File: config.mk
export PLATFORM = sky130hd
export DESIGN_NAME = shift_right_unit_flat
export DESIGN_NICKNAME = d
export VERILOG_FILES = /design/src/rtl/shift_right_unit_if.sv /design/src/rtl/shift_right_unit.sv /design/src/flat_wrapper.sv
export SDC_FILE = /design/constraint.sdc
export NUM_CORES = 1
export LEC_CHECK = 0
export BUFFER_PORTS_ARGS = -buffer_cell sky130_fd_sc_hd__buf_4
export CORE_ASPECT_RATIO = 1.4
export CORE_UTILIZATION = 25
export DETAILED_ROUTE_END_ITERATION = 8
export GPL_TIMING_DRIVEN = 1
export PLACE_DENSITY_LB_ADDON = 0.08
export SETUP_SLACK_MARGIN = 0.05
export SYNTH_ARGS = -nofsm -noshare
export SYNTH_HDL_FRONTEND = slang
export SYNTH_SLANG_ARGS = --single-unit
File: constraint.sdc
create_clock -name clk_i -period 2 [get_ports clk_i]
set_clock_uncertainty 0.15 [all_clocks]
set_input_delay 0.4 -clock clk_i [delete_from_list [all_inputs] [get_ports clk_i]]
set_output_delay 0.4 -clock clk_i [all_outputs]
set_load 0.05 [all_outputs]
File: src/rtl/shift_right_unit_if.sv
// Operand, control and result signals of the multi-cycle right-shift unit.
interface shift_right_unit_if;
    logic [7:0] data_in;
    logic [7:0] shift_amt;
    logic [1:0] mode;
    logic       start;
    logic [7:0] data_out;
    logic       busy;
    logic       done;

    modport master (
        output data_in, shift_amt, mode, start,
        input  data_out, busy, done
    );

    modport slave (
        input  data_in, shift_amt, mode, start,
        output data_out, busy, done
    );
endinterface

File: src/rtl/shift_right_unit.sv
// 8-bit right-shift unit (logical / arithmetic / rotate) stepping one bit per clock.
module shift_right_unit (
    input  logic               clk_i,
    input  logic               rst_ni,
    shift_right_unit_if.slave  bus
);

    typedef enum logic [1:0] {
        S_IDLE  = 2'b00,
        S_SHIFT = 2'b01,
        S_DONE  = 2'b10
    } state_t;

    state_t     state_q, state_d;
    logic [3:0] cnt_q, cnt_d;
    logic [7:0] work_q, work_d;
    logic [7:0] out_q, out_d;
    logic [1:0] mode_q, mode_d;
    logic [3:0] n_eff;
    logic [7:0] stepped;

    function automatic logic [7:0] step_right(input logic [7:0] w, input logic [1:0] m);
        logic [7:0] r;
        case (m)
            2'b01:   r = {w[7], w[7:1]};
            2'b10:   r = {w[0], w[7:1]};
            default: r = {1'b0, w[7:1]};
        endcase
        return r;
    endfunction

    // Rotation wraps modulo the width; shifts saturate at the full width.
    always_comb begin
        n_eff = 4'd0;
        if (bus.mode == 2'b10)
            n_eff = {1'b0, bus.shift_amt[2:0]};
        else if (bus.shift_amt >= 8'd8)
            n_eff = 4'd8;
        else
            n_eff = bus.shift_amt[3:0];
    end

    assign stepped = step_right(work_q, mode_q);

    always_comb begin
        state_d = state_q;
        cnt_d   = cnt_q;
        work_d  = work_q;
        out_d   = out_q;
        mode_d  = mode_q;
        case (state_q)
            S_SHIFT: begin
                work_d = stepped;
                cnt_d  = cnt_q - 4'd1;
                if (cnt_q == 4'd1) begin
                    state_d = S_DONE;
                    out_d   = stepped;
                end
            end
            default: begin
                if (bus.start) begin
                    work_d = bus.data_in;
                    mode_d = bus.mode;
                    cnt_d  = n_eff;
                    if (n_eff == 4'd0) begin
                        state_d = S_DONE;
                        out_d   = bus.data_in;
                    end else begin
                        state_d = S_SHIFT;
                    end
                end else begin
                    state_d = S_IDLE;
                end
            end
        endcase
    end

    always_ff @(posedge clk_i or negedge rst_ni) begin
        if (!rst_ni) begin
            state_q <= S_IDLE;
            cnt_q   <= 4'd0;
            work_q  <= 8'h00;
            out_q   <= 8'h00;
            mode_q  <= 2'b00;
        end else begin
            state_q <= state_d;
            cnt_q   <= cnt_d;
            work_q  <= work_d;
            out_q   <= out_d;
            mode_q  <= mode_d;
        end
    end

    assign bus.data_out = out_q;
    assign bus.busy     = (state_q == S_SHIFT);
    assign bus.done     = (state_q == S_DONE);

endmodule

File: src/flat_wrapper.sv
// flat-port wrapper written by rule: the top's interface ports become plain ports
module shift_right_unit_flat 
  (clk_i, rst_ni, bus_data_in, bus_shift_amt, bus_mode, bus_start, bus_data_out, bus_busy, bus_done);
  shift_right_unit_if bus_i ();
  input  logic clk_i;
  input  logic rst_ni;
  input wire logic [$bits(bus_i.data_in)-1:0] bus_data_in;
  input wire logic [$bits(bus_i.shift_amt)-1:0] bus_shift_amt;
  input wire logic [$bits(bus_i.mode)-1:0] bus_mode;
  input wire logic [$bits(bus_i.start)-1:0] bus_start;
  output wire logic [$bits(bus_i.data_out)-1:0] bus_data_out;
  output wire logic [$bits(bus_i.busy)-1:0] bus_busy;
  output wire logic [$bits(bus_i.done)-1:0] bus_done;
  assign bus_i.data_in = bus_data_in;
  assign bus_i.shift_amt = bus_shift_amt;
  assign bus_i.mode = bus_mode;
  assign bus_i.start = bus_start;
  assign bus_data_out = bus_i.data_out;
  assign bus_busy = bus_i.busy;
  assign bus_done = bus_i.done;
  shift_right_unit u_core (.clk_i(clk_i), .rst_ni(rst_ni), .bus(bus_i));
endmodule
==> reports/results.tsv <==
stage	metric	value	unit
setup_path	CP endpoint kind	output pin	
sta	Slew Viols, Final	0	
route	routed vias/inst	4.657	
final_layout	area delta synth->final	33.12	%
power	peak supply drop	655.1	uV
sta	fmax	0.5341	GHz
power	Leak	0.7310	nW
setup_path	Worst Setup SP	u_core.state_q[1]$_DFFE_PN0P_	
worst_hold_path	Worst Hold Depth	2	
synthesis	mapped cell area	1194	um2
route	Wirelength per Cell	14.13	um
final_layout	diodes inserted	0	
place	IO buf count	30	
grt	GR Overflow Total	0	
sta	final setup vio count	0	
route	post-route ant nets	0	
final_layout	share of post-route cells with drive strength above 1	0.3311	
route	Via Count	978	
setup_path	WS Path Type	register to output pin	
floorplanning	core area	4572	um2
floorplanning	io pins	31	
flow_run	max cap viols	0	
route	Iter 0 DRT Violations	19	
grt	initial antenna violation count	0	
sta	RSZ-0062 raised after global routing	no	
place	Detail Placement HPWL	2.239	mm
sta	fin crit share	0.9362	
cts	CTS buffer count	3	
synthesis	Synth top area share	0.5031	
status	outcome	completed	
worst_hold_path	Hold Crit Class	primary input to register	
synthesis	register area share after synthesis	0.5031	
cts	H-tree levels	1	
place	pre-CTS WS	-0.1141	ns
floorplanning	Site Rows	29	
cts	CTS tree	built	
synthesis	Cells after Synth	111	
worst_hold_path	Worst Hold Launch	bus_shift_amt[2]	
final_layout	commonest cells after routing, fill and taps aside	buf_4 (38), dfrtp_1 (24), nand2_1 (11), o21ai_0 (10)	
synthesis	Syn Nets	136	
route	DRC	0	
sta	crit path time final	1.872	ns
cts	clk slew on worst S/H paths	0.09	ns
grt	Overall Global Routing Usage	0.1317	
cts	Num Clock Sinks	24	
cts	CTS max path bufs	2	
grt	largest net degree at the start of global routing	25	
synthesis	syn_area_per_cell	10.75	um2
synthesis	Cell variety after synth	32	
synthesis	synth top area cells	dfrtp_1 (50%), mux2i_1 (5.9%), o32a_1 (5.0%), o21a_1 (4.4%), ha_1 (4.2%)	
sta	final hold violations	0	
final_layout	Final Instance Count excl. Fillers	210	
route	DR pass1 iterations	4	
power	total chip power	2.374	mW
setup_path	CP Launch Type	register	
setup_path	WP data required	1.45	ns
setup_path	worst path arrival time	1.32	ns
place	Placed Cells	206	
setup_path	crit path max fanout	6	
synthesis	leading area contributor after synthesis	dfrtp_1	
floorplanning	Vert. Die Dim	83.76	um
sta	setup TNS	0	ns
cts	clk_lat worst skew	0.26	ns
place	final RePlAce weighted congestion	0.8197	
cts	Root Buffer Master	clkbuf_8	
floorplanning	die width	60.40	um
grt	first-pass GRT wire length	5.050	mm
synthesis	register bit count reported by yosys	24	
final_layout	nets@finish	175	
route	DRT Wirelength	2.967	mm
setup_path	worst flop-to-flop path startpoint	u_core.cnt_q[1]$_DFFE_PN0P_	
setup_path	Worst R2R Path Depth	7	
sta	Max transition margin	0.7893	
floorplanning	total die area	5059	um2
sta	measured slew at the worst slew-check pin	0.3161	ns
synthesis	Syn. warnings	0	
floorplanning	Initial Util	0.2611	
power	pwr dens	1494	nW/um2
sta	Setup WS post-layout	0.1277	ns
final_layout	commonest non-fill, non-tap cell in the layout	buf_4	
grt	vias in the first global route	1095	
[critical path: stages, from the launching register on]
cell and delay (ns):
dfrtp_1 0.37, nand2b_1 0.21, inv_1 0.11, buf_4 0.15
buf_4 0.20
[through the flow]
| step | utilization | cell area [um2] | hold slack [ns] |
|---|---|---|---|
| global route | 0.3476 | 1589 | 0.2298 |
| floorplan | - | 1195 | -0.04559 |
| global placement | 0.3347 | 1530 | 0.1775 |
| detailed placement | 0.3347 | 1530 | 0.1817 |
| CTS | 0.3465 | 1584 | 0.2170 |
| finish | 0.3476 | 1589 | 0.2224 |
[registers in the layout, summed over array words and instances, names as in the netlist]
name,flops
u_core.state_q,2
u_core.work_q,8
u_core.bus.data_out,8
u_core.cnt_q,4
u_core.mode_q,2
[layout make-up]
class                   count  area [um2]
repair buffers             39       295.3
fillers                   504        2983
flip-flops and latches     24       600.6
well taps                  62       77.57
clock buffers               3       41.29
inverters                   7       26.28
multi-input cells          75       548.0
[Yosys cell counts (all sizes together)]
cell type and instances:
a22oi 1, inv 7, nor2 3, dfrtp 24, a2bb2oi 2, o31ai 1, buf 2, o22a 1
ha 4, a21oi 2, nor3b 2, clkbuf 3, nor3 2, nand2b 2, or4 1, a311oi 1
or3 1, mux2 1, nor2b 1, a221o 2, o221a 1, o22ai 1, o21a 7, o32a 7
nand2 12, mux2i 7, and2b 1, nand3 1, o21ai 11
[where the power goes]
group	total [mW]	internal (mW)	leakage, nW	switching, mW
combinational	1.20	0.484	0.421	0.719
sequential	0.883	0.716	0.289	0.168
clock	0.288	0.135	0.0216	0.153
[what timing repair did]
action / in CTS / in global routing
buffers inserted: 0 / 0
gates resized for setup: 1 / 1
endpoints found under the hold margin: 24 / 0
hold buffers: 1 / 0
setup endpoints to repair: 7 / 5
[path summary, 6_finish.rpt]
kind | slack [ns] | endpoint
worst max register to register | 0.26 | u_core.bus.data_out[0]$_DFFE_PN0P_
min in group asynchronous | 0.43 | u_core.mode_q[0]$_DFFE_PN0P_
worst min register to register | 0.35 | u_core.bus.data_out[6]$_DFFE_PN0P_
max in group asynchronous | 1.03 | u_core.work_q[4]$_DFFE_PN0P_
worst min-delay path | 0.22 | u_core.cnt_q[2]$_DFFE_PN0P_
worst max-delay path | 0.13 | bus_busy
[kinds of logic after synthesis]
group,synth area share
buffers and inverters,0.04402
DFF,0.5031
adders and majority gates,0.04193
and+or+nand+nor,0.1069
AOI/OAI and AO/OA,0.2359
muxes,0.06814
[metal layers]
metal,track usage,up-vias,routed length (um)
li1,-,489,-
met4,0.04863,0,23
met5,0,-,0
met2,0.2248,23,1487
met1,0.1623,464,1343
met3,0.01705,2,112
No activity file was read; power rests on OpenSTA's default activity.
